===== config.mk =====
export PLATFORM = sky130hd
export DESIGN_NAME = hazard_sched_ctrl
export DESIGN_NICKNAME = d
export VERILOG_FILES = /design/src/rtl/hazard_sched_ctrl_pkg.sv /design/src/rtl/hazard_sched_ctrl_sb_counter_bank.sv /design/src/rtl/hazard_sched_ctrl.sv
export SDC_FILE = /design/constraint.sdc
export NUM_CORES = 1
export LEC_CHECK = 0
export ABC_CLOCK_PERIOD_IN_PS = 4980
export CAP_MARGIN = 15
export CORE_ASPECT_RATIO = 0.8
export CORE_MARGIN = 2
export CORE_UTILIZATION = 59
export DETAILED_ROUTE_END_ITERATION = 12
export GPL_TIMING_DRIVEN = 0
export PLACE_DENSITY = 0.82
export SLEW_MARGIN = 30
export SYNTH_ARGS = -nofsm -noshare
export SYNTH_HDL_FRONTEND = slang
export SYNTH_SLANG_ARGS = --single-unit

===== constraint.sdc =====
create_clock -name clk -period 4.98 [get_ports clk]
set_input_delay 1.245 -clock clk [delete_from_list [all_inputs] [get_ports clk]]
set_output_delay 1.245 -clock clk [all_outputs]
set_load 0.005 [all_outputs]

===== src/rtl/hazard_sched_ctrl_pkg.sv =====
// ----------------------------------------------------------------------------
// hazard_sched_ctrl_pkg
// Shared definitions for the decode-side hazard scheduler: register file
// geometry, scheduler state encodings and the default pending-write counter
// width.
// ----------------------------------------------------------------------------
package hazard_sched_ctrl_pkg;

  localparam int REG_ADDR_WIDTH = 5;
  localparam int REG_DATA_DEPTH = 32;
  localparam int PEND_W_DEF     = 2;

  typedef enum logic [1:0] {
    HS_RUN   = 2'd0,
    HS_FLUSH = 2'd1,
    HS_MWAIT = 2'd2
  } hs_state_e;

endpackage


===== src/rtl/hazard_sched_ctrl_sb_counter_bank.sv =====
// ----------------------------------------------------------------------------
// hazard_sched_ctrl_sb_counter_bank
// One pending-write counter per architectural register. An issued write bumps
// its destination counter, a WB release drops it. Simultaneous bump and drop
// of the same register cancel out. Releasing a register whose counter is
// already zero leaves it at zero and raises the sticky error flag.
//
// Ports:
//   clk, rst_n   core clock, asynchronous active-low reset
//   inc_en/addr  increment request (caller excludes x0)
//   dec_en/addr  decrement request (caller excludes x0)
//   cnt          all counter values, for the hazard compare
//   busy         bit i set while counter i is non-zero
//   err          sticky release-underflow flag
// ----------------------------------------------------------------------------
module hazard_sched_ctrl_sb_counter_bank
  import hazard_sched_ctrl_pkg::*;
#(
  parameter int REG_NUM = REG_DATA_DEPTH,
  parameter int PEND_W  = PEND_W_DEF
) (
  input  logic                                 clk,
  input  logic                                 rst_n,
  input  logic                                 inc_en,
  input  logic [REG_ADDR_WIDTH-1:0]            inc_addr,
  input  logic                                 dec_en,
  input  logic [REG_ADDR_WIDTH-1:0]            dec_addr,
  output logic [REG_NUM-1:0][PEND_W-1:0]       cnt,
  output logic [REG_NUM-1:0]                   busy,
  output logic                                 err
);

  logic [REG_NUM-1:0][PEND_W-1:0] cnt_q;
  logic                           err_q;

  always_ff @(posedge clk or negedge rst_n) begin
    if (!rst_n) begin
      cnt_q <= '0;
      err_q <= 1'b0;
    end else begin
      for (int i = 0; i < REG_NUM; i++) begin
        if (inc_en && (inc_addr == REG_ADDR_WIDTH'(i)) &&
            !(dec_en && (dec_addr == REG_ADDR_WIDTH'(i)))) begin
          // Overflow cannot happen: a full counter blocks issue upstream.
          cnt_q[i] <= cnt_q[i] + PEND_W'(1);
        end else if (dec_en && (dec_addr == REG_ADDR_WIDTH'(i)) &&
                     !(inc_en && (inc_addr == REG_ADDR_WIDTH'(i)))) begin
          if (cnt_q[i] == '0) begin
            err_q <= 1'b1;
          end else begin
            cnt_q[i] <= cnt_q[i] - PEND_W'(1);
          end
        end
      end
    end
  end

  always_comb begin
    busy = '0;
    for (int i = 0; i < REG_NUM; i++) begin
      busy[i] = (cnt_q[i] != '0);
    end
  end

  assign cnt = cnt_q;
  assign err = err_q;

endmodule


===== src/rtl/hazard_sched_ctrl.sv =====
// ----------------------------------------------------------------------------
// hazard_sched_ctrl
// Decode-side hazard scheduler for the in-order core. Tracks every
// outstanding register write in a per-register scoreboard and decides each
// cycle whether the ID instruction issues into EX, stalls the front end,
// flushes IF/ID after a taken redirect or freezes while memory is busy.
// Priority: mem_busy > ex_redirect > hazard.
//
// Ports:
//   clk, rst_n                 core clock, asynchronous active-low reset
//   id_valid                   ID holds a valid instruction
//   id_rs1_used/addr           rs1 read request
//   id_rs2_used/addr           rs2 read request
//   id_reg_wen/id_rd_addr      instruction writes rd
//   ex_redirect                taken branch/jump resolved in EX
//   mem_busy                   LSU outstanding, whole pipe freezes
//   wb_reg_wen/wb_reg_waddr    WB register file write (releases a pending write)
//   issue                      ID instruction accepted into EX
//   stall_if, stall_id         hold PC/IF and IF/ID
//   bubble_ex                  load NOP into ID/EX
//   flush_if_id                invalidate IF/ID
//   sb_busy                    per-register pending-write flag
//   sb_err                     sticky release-underflow flag
// ----------------------------------------------------------------------------
module hazard_sched_ctrl
  import hazard_sched_ctrl_pkg::*;
#(
  parameter int REG_NUM      = REG_DATA_DEPTH,
  parameter int PEND_W       = PEND_W_DEF,
  parameter int FLUSH_CYCLES = 2
) (
  input  logic                      clk,
  input  logic                      rst_n,
  input  logic                      id_valid,
  input  logic                      id_rs1_used,
  input  logic [REG_ADDR_WIDTH-1:0] id_rs1_addr,
  input  logic                      id_rs2_used,
  input  logic [REG_ADDR_WIDTH-1:0] id_rs2_addr,
  input  logic                      id_reg_wen,
  input  logic [REG_ADDR_WIDTH-1:0] id_rd_addr,
  input  logic                      ex_redirect,
  input  logic                      mem_busy,
  input  logic                      wb_reg_wen,
  input  logic [REG_ADDR_WIDTH-1:0] wb_reg_waddr,
  output logic                      issue,
  output logic                      stall_if,
  output logic                      stall_id,
  output logic                      bubble_ex,
  output logic                      flush_if_id,
  output logic [REG_NUM-1:0]        sb_busy,
  output logic                      sb_err
);

  localparam int              FC_W       = (FLUSH_CYCLES > 1) ? $clog2(FLUSH_CYCLES) : 1;
  localparam logic [FC_W-1:0] FLUSH_LOAD = FC_W'(FLUSH_CYCLES - 1);

  hs_state_e                      state_q;
  logic [FC_W-1:0]                flush_cnt_q;
  logic [REG_NUM-1:0][PEND_W-1:0] cnt;
  logic [REG_NUM-1:0]             busy;
  logic                           err;

  logic raw1, raw2, waw_full, hazard;
  logic issue_c, stall_c, bubble_c, flush_c;
  logic sb_inc, sb_dec;

  // No WB bypass: a release only becomes visible after the edge that writes
  // the register file, so the compare uses the registered counters alone.
  assign raw1     = id_rs1_used && (id_rs1_addr != '0) && (cnt[id_rs1_addr] != '0);
  assign raw2     = id_rs2_used && (id_rs2_addr != '0) && (cnt[id_rs2_addr] != '0);
  assign waw_full = id_reg_wen  && (id_rd_addr  != '0) && (cnt[id_rd_addr] == '1);
  assign hazard   = raw1 || raw2 || waw_full;

  // MWAIT with mem_busy low behaves exactly like RUN, so only FLUSH is
  // distinguished here.
  always_comb begin
    issue_c  = 1'b0;
    stall_c  = 1'b0;
    bubble_c = 1'b0;
    flush_c  = 1'b0;
    if (mem_busy) begin
      stall_c = 1'b1;
    end else if (ex_redirect || (state_q == HS_FLUSH)) begin
      flush_c  = 1'b1;
      bubble_c = 1'b1;
    end else if (!id_valid) begin
      bubble_c = 1'b1;
    end else if (hazard) begin
      stall_c  = 1'b1;
      bubble_c = 1'b1;
    end else begin
      issue_c = 1'b1;
    end
  end

  // Outputs are forced low combinationally while reset is held.
  assign issue       = rst_n && issue_c;
  assign stall_if    = rst_n && stall_c;
  assign stall_id    = rst_n && stall_c;
  assign bubble_ex   = rst_n && bubble_c;
  assign flush_if_id = rst_n && flush_c;
  assign sb_busy     = busy;
  assign sb_err      = err;

  // A redirect seen during mem_busy is left pending; EX holds it until the
  // freeze lifts, so it is taken in the first unfrozen cycle.
  always_ff @(posedge clk or negedge rst_n) begin
    if (!rst_n) begin
      state_q     <= HS_RUN;
      flush_cnt_q <= '0;
    end else if (mem_busy) begin
      state_q <= HS_MWAIT;
    end else if (ex_redirect) begin
      flush_cnt_q <= FLUSH_LOAD;
      state_q     <= (FLUSH_CYCLES > 1) ? HS_FLUSH : HS_RUN;
    end else if (state_q == HS_FLUSH) begin
      if (flush_cnt_q <= FC_W'(1)) begin
        flush_cnt_q <= '0;
        state_q     <= HS_RUN;
      end else begin
        flush_cnt_q <= flush_cnt_q - FC_W'(1);
      end
    end else begin
      state_q <= HS_RUN;
    end
  end

  assign sb_inc = issue_c && id_reg_wen && (id_rd_addr != '0);
  assign sb_dec = wb_reg_wen && (wb_reg_waddr != '0);

  hazard_sched_ctrl_sb_counter_bank #(
    .REG_NUM (REG_NUM),
    .PEND_W  (PEND_W)
  ) u_sb (
    .clk      (clk),
    .rst_n    (rst_n),
    .inc_en   (sb_inc),
    .inc_addr (id_rd_addr),
    .dec_en   (sb_dec),
    .dec_addr (wb_reg_waddr),
    .cnt      (cnt),
    .busy     (busy),
    .err      (err)
  );

endmodule


; ---- Yosys cells after proc, flatten, opt, wreduce, memory -nomap -nowiden
; Index checks and enable logic that the tools add are counted.
[op_classes]
addsub = 65
n_lt_le_gt_ge = 4
n_eq_ne = 97
n_mux = 218
n_bitwise = 1
reduce_logical = 346
[ops]
columns = cell, count
row1 = $mux 2, 103
row2 = $eq 5x5->1 const B, 32
row3 = $logic_and 1x1->1, 141
row4 = $reduce_bool 2->1, 67
row5 = $mux 1, 112
row6 = $eq 5x4->1 const B, 16
row7 = $reduce_and 2->1, 33
row8 = $add 2x1->2 const B, 32
row9 = $logic_not 1->1, 64
row10 = $logic_not 2->1, 32
row11 = $ne 2x1->1 const B, 32
row12 = $sub 2x1->2 const B, 32
row13 = $eq 5x3->1 const B, 8
row14 = $bmux 2 s5, 3
row15 = $eq 5x2->1 const B, 4
row16 = $reduce_bool 5->1, 4
row17 = $lt 5x6->1 const B, 3
row18 = $eq 5x1->1 const B, 2
row19 = $logic_not 5->1, 2
row20 = $ne 4x3->1 const B, 1
row21 = $logic_or 1x1->1, 3
row22 = $eq 2x1->1 const B, 1
row23 = $eq 2x2->1 const B, 1
row24 = $le 1x1->1 const B, 1
row25 = other kinds (2), 2
[word_totals]
regBits = 68
inputBits = 29
out_inout_bits = 38

; ---- Logic depth before layout (Yosys ltp)
[depth]
word_depth = 110
ltp_mapped = 17
ltp_nobuf = 13

; ---- Hierarchy
; A second synthesis with hierarchy kept.
[hier_totals]
cells_unflattened = 874
hier_area_um2 = 6540.0
[by_module_without_submodules]
columns = mod, instances, cells_per_inst, area_per_inst_um2, seq_area_each_um2
row1 = hazard_sched_ctrl_sb_counter_bank, 1, 689, 5191.2, 1626.6
row2 = hazard_sched_ctrl, 1, 185, 1348.8, 50.0

; ---- Worst setup path before layout
; Ideal clock, no wire load.
[synth_timing]
kind = in2out
from = input id_rd_addr[1]
to = output stall_if
arrival_ns = 3.255
setup_slack_ns = 0.480
stages = 10
n_path_buf = 3
cell_sequence = buf_2 > buf_4 > nand3_1 > a32oi_1 > o21ai_1 > o32a_1 > a221oi_1 > o31ai_1 > a21boi_1 > buf_4
[synth_via]
elab_chain_len = 10
elab_cells_between_ends = 12
cone_classes = 1 x eq/ne / 6 x mux / 5 x reduce/logical
[synth_lines]
columns = element, line_no
row1 = start: declaration, hazard_sched_ctrl.sv:40  ; input logic [REG_ADDR_WIDTH-1:0] id_rd_addr,
row2 = $bmux 2 s5, hazard_sched_ctrl.sv:71  ; assign waw_full = id_reg_wen && (id_rd_addr != '0) && (cnt[id_rd_addr] == '1);
row3 = $mux 2 (implied by the code), hazard_sched_ctrl.sv:71
row4 = $eq 2x2->1, hazard_sched_ctrl.sv:71
row5 = $logic_and 1x1->1 (*), hazard_sched_ctrl.sv:71
row6 = $logic_or 1x1->1 (*), hazard_sched_ctrl.sv:72  ; assign hazard = raw1 || raw2 || waw_full;
row7 = $mux 1 (*), hazard_sched_ctrl.sv:88  ; end else if (hazard) begin
row8 = $mux 1 (*), hazard_sched_ctrl.sv:86  ; end else if (!id_valid) begin
row9 = $mux 1 (*), hazard_sched_ctrl.sv:83  ; end else if (ex_redirect || (state_q == HS_FLUSH)) begin
row10 = $mux 1 (*), hazard_sched_ctrl.sv:81  ; if (mem_busy) begin
row11 = $logic_and 1x1->1 (*), -
row12 = end: declaration, hazard_sched_ctrl.sv:46  ; output logic stall_if,
; Every way passes the cells marked *; elsewhere a longest branch is shown, timed or not. The select of a mux whose other input is x is not followed.

; ---- Worst setup path after layout
[layout_timing]
from = input id_rd_addr[1]
to = output stall_if
[layout_via]
elab_chain_len = 10
elab_cells_between_ends = 12
cone_classes = 1 x eq/ne / 6 x mux / 5 x reduce/logical
[layout_lines]
columns = element, line_no
row1 = $bmux 2 s5, hazard_sched_ctrl.sv:71
row2 = $mux 2 (implied by the code), hazard_sched_ctrl.sv:71
row3 = $eq 2x2->1, hazard_sched_ctrl.sv:71
row4 = $logic_and 1x1->1 (*), hazard_sched_ctrl.sv:71
row5 = $logic_or 1x1->1 (*), hazard_sched_ctrl.sv:72
row6 = $mux 1 (*), hazard_sched_ctrl.sv:88
row7 = $mux 1 (*), hazard_sched_ctrl.sv:86
row8 = $mux 1 (*), hazard_sched_ctrl.sv:83
row9 = $mux 1 (*), hazard_sched_ctrl.sv:81
row10 = $logic_and 1x1->1 (*), hazard_sched_ctrl.sv:98  ; assign stall_if = rst_n && stall_c;
; Marked as above.

==> run summary <==
worst reg2reg path depth: 16
Die X: 124 um
total number of vias: 7,127
global-route wire length before repair: 33.6 mm
CTS tree: done
Worst Path Required: 3.73 ns
gpl congestion: 0.993
num rows: 34
worst min-delay path category: reg2reg
Worst R2R End: u_sb.err
Slew Limit Headroom: 34.3%
final hold viol count: 0
Max Root-Sink Buffers: 2
dpl hpwl: 16.4 mm
final setup margin: 0.0179 ns
vias per cell: 6.48
wire length per cell: 20.0 um
P_leak: 3.95 nW
Post-Syn Area: 0.00676 mm^2
Post-Route Setup TNS: 0 ns
crit-path max FO: 10
share of cells above drive strength 1: 8.17%
CP Capture Type: output pin
Final ANT Viol Nets: 0
final clock skew: 0.0106 ns
vias in the first global route: 6,398
starting density of the core: 61.3%
Tcrit/Tclk final: 99.6%
Antenna diodes: 0
worst reg2reg startpoint: u_sb.cnt[61]
reg2reg setup slack: 0.70 ns
Crit path top cell by count: buf_8
Worst-Margin Slew: 0.977 ns
Reg area: 0.00168 mm^2
CP cell instances: buf_8 -> buf_12 -> buf_8 -> nand3_1 -> o211ai_1 -> nand4_1 -> o32a_1 -> a221oi_4 -> o31ai_1 -> a21boi_1 -> buf_4 -> clkdlybuf4s50_1
initial DRC count: 981
flop and latch count out of synthesis: 67
Port Buffers: 58
Yosys top cell by area: dfrtp_1
height of the die: 99.7 um
Core Area: 0.0110 mm^2
sequential share of the synthesized area: 24.8%
Synth top area share: 24.8%
max-cap violations: 0
slowest stage cell, crit path: clkdlybuf4s50_1
EDFF count, synth: 0
number of hold buffers added after cts: 0
Filler cells: 886
gr usage total: 35.9%
GR Overflow Total: 0
total power draw: 1.86 mW
nets: 1,044
Hold Path Origin: u_sb.cnt[4]
Hold Crit Depth: 2
asr flop ratio synth: 100%
final wirelength: 22.0 mm
max-slew violation count: 0
CP Data Arrival Time: 3.72 ns
Warnings, synthesis: 0
Synth cell types: 52
Most used DFF post-synth: dfrtp_1
Worst-Skew Late Latency: 0.35 ns
Final setup viols: 0
crit path launch type: primary input
syn_area_per_cell: 7.73 um^2
status: finished, final reports clean
H-Tree Depth: 3
area of the multi-input gates: 0.00465 mm^2
Cells after Synth: 874
worst vdd ir: 0.160 mV
clk root buf: clkbuf_16
Worst-path clk slew: 0.07 ns
kind of critical path: in2out
PD cells: 230 mW/mm^2
Crit path largest cell delay: 0.48 ns
Area contributors post-synth: dfrtp_1 (25%), ha_1 (12%), nand2_1 (6.7%), mux4_2 (6.0%), inv_1 (5.4%)
Critical Path Sink: stall_if
clock sink count: 67
First-pass DRT Iterations: 7
fmax: 0.202 GHz
cts bufs inserted: 9
maximum number of pins on one net before global-route repair: 41
Area growth, synth to finish: 19.4%
Util after Layout: 73.2%
antenna violations before repair: 0
crit path from: id_rd_addr[1]
die area: 0.0123 mm^2
# IOs: 67
# DRC: 0
fin crit period: 4.96 ns
Setup WS pre-CTS: -1.03 ns
[timing repair]
item,4_1_cts,5_1_grt
gates resized for setup,40,15
setup endpoints to repair,5,4
setup buffers,3,1
pin swaps,6,6
gates cloned,0,0
[cells by family (layout without fill, tap and decap cells)]
logic type | count (synthesis) | count (layout) | share of synthesized area [%]
adders and majority gates | 65 | 65 | 12.0
DFF | 67 | 67 | 24.8
buffers and inverters | 135 | 214 | 7.83
xor gates and xnor gates | 1 | 1 | 0.130
AOI/OAI and AO/OA | 136 | 136 | 11.6
and+or+nand+nor | 422 | 422 | 33.3
other | 2 | 4 | 0.111
muxes | 46 | 46 | 10.2
[registers in the layout (all words and copies together) (netlist names)]
| signal | flops |
|---|---|
| u_sb.err | 1 |
| state_q | 2 |
| u_sb.cnt | 64 |
[synthesized netlist by cell type, drive strengths merged, types with 16 or more instances]
library cell and count:
nand2 120, inv 98, nor2 86, o21ai 71, dfrtp 67, ha 65, nor2b 40, nor3b 37
mux2i 25, a21oi 23, clkbuf 21, nand3 21, nand4 19, mux4 18, nor3 17, buf 16
nand3b 16
[report_power, final]
group          total (mW)  internal, mW  switching [mW]
sequential          0.673         0.601          0.0719
clock               0.704         0.437           0.267
combinational       0.478         0.200           0.278
total                1.86          1.24           0.617
[stage by stage]
stage               area, um^2  instances  hold slack, ns
floorplan                 6770        876           0.488
global placement          7530       1078           0.520
detailed placement        7540       1079           0.523
CTS                       8010       1098           0.534
global route              8070       1099           0.571
finish                    8070       1099           0.544
[worst max-delay path: cells and delay by family]
family                 cells  cell delay, ns
buffers and inverters      5            1.06
AO/OA/AOI/OAI              5            1.14
AND/OR/NAND/NOR            2            0.24
[layout by cell type (no fill, tap or decap), types with 4 or more instances in the layout]
cell type / count
and3_1: 10
nand2b_1: 4
clkbuf_1: 17
nand3b_1: 16
nand4_1: 19
nand4b_1: 8
nand3_1: 21
nor3b_1: 36
o21ai_0: 69
nor2b_1: 39
nor4_1: 10
mux2i_1: 25
inv_1: 98
o22ai_1: 15
dfrtp_1: 67
nor2_1: 85
and3b_1: 4
buf_4: 7
a21oi_1: 23
and4b_1: 8
nand2_1: 120
buf_2: 6
mux4_2: 18
a31oi_1: 4
nor3_1: 13
and2_1: 4
conb_1: 4
ha_1: 65
clkbuf_16: 10
and4_1: 15
clkdlybuf4s50_1: 51
clkbuf_4: 4
[final cells by class]
| type | count | share of cell area [%] |
|---|---|---|
| Multi-Input combinational cell | 674 | 57.7 |
| Sequential cell | 67 | 20.8 |
| Timing Repair Buffer | 63 | 7.72 |
| Inverter | 98 | 4.56 |
| Buffer | 37 | 3.12 |
| Clock buffer | 9 | 2.79 |
| Tap cell | 144 | 2.23 |
| Clock inverter | 7 | 1.15 |
[layer usage]
metal  track usage (%)  share of wire (%)
met1              50.7                 41
met2              53.9                 43
met3              8.77                 13
met4              11.7                3.5
met5                 0                  0
[worst min path at each step]
| stage | endpoint | slack (ns) |
|---|---|---|
| final | u_sb.cnt[4] | 0.54 |
| after global routing | u_sb.err | 0.57 |
| after CTS | u_sb.err | 0.53 |
| after detailed placement | u_sb.err | 0.52 |
| after global placement | u_sb.cnt[46] | 0.52 |
| after floorplan | u_sb.err | 0.49 |
(Power assumes the default switching activity.)
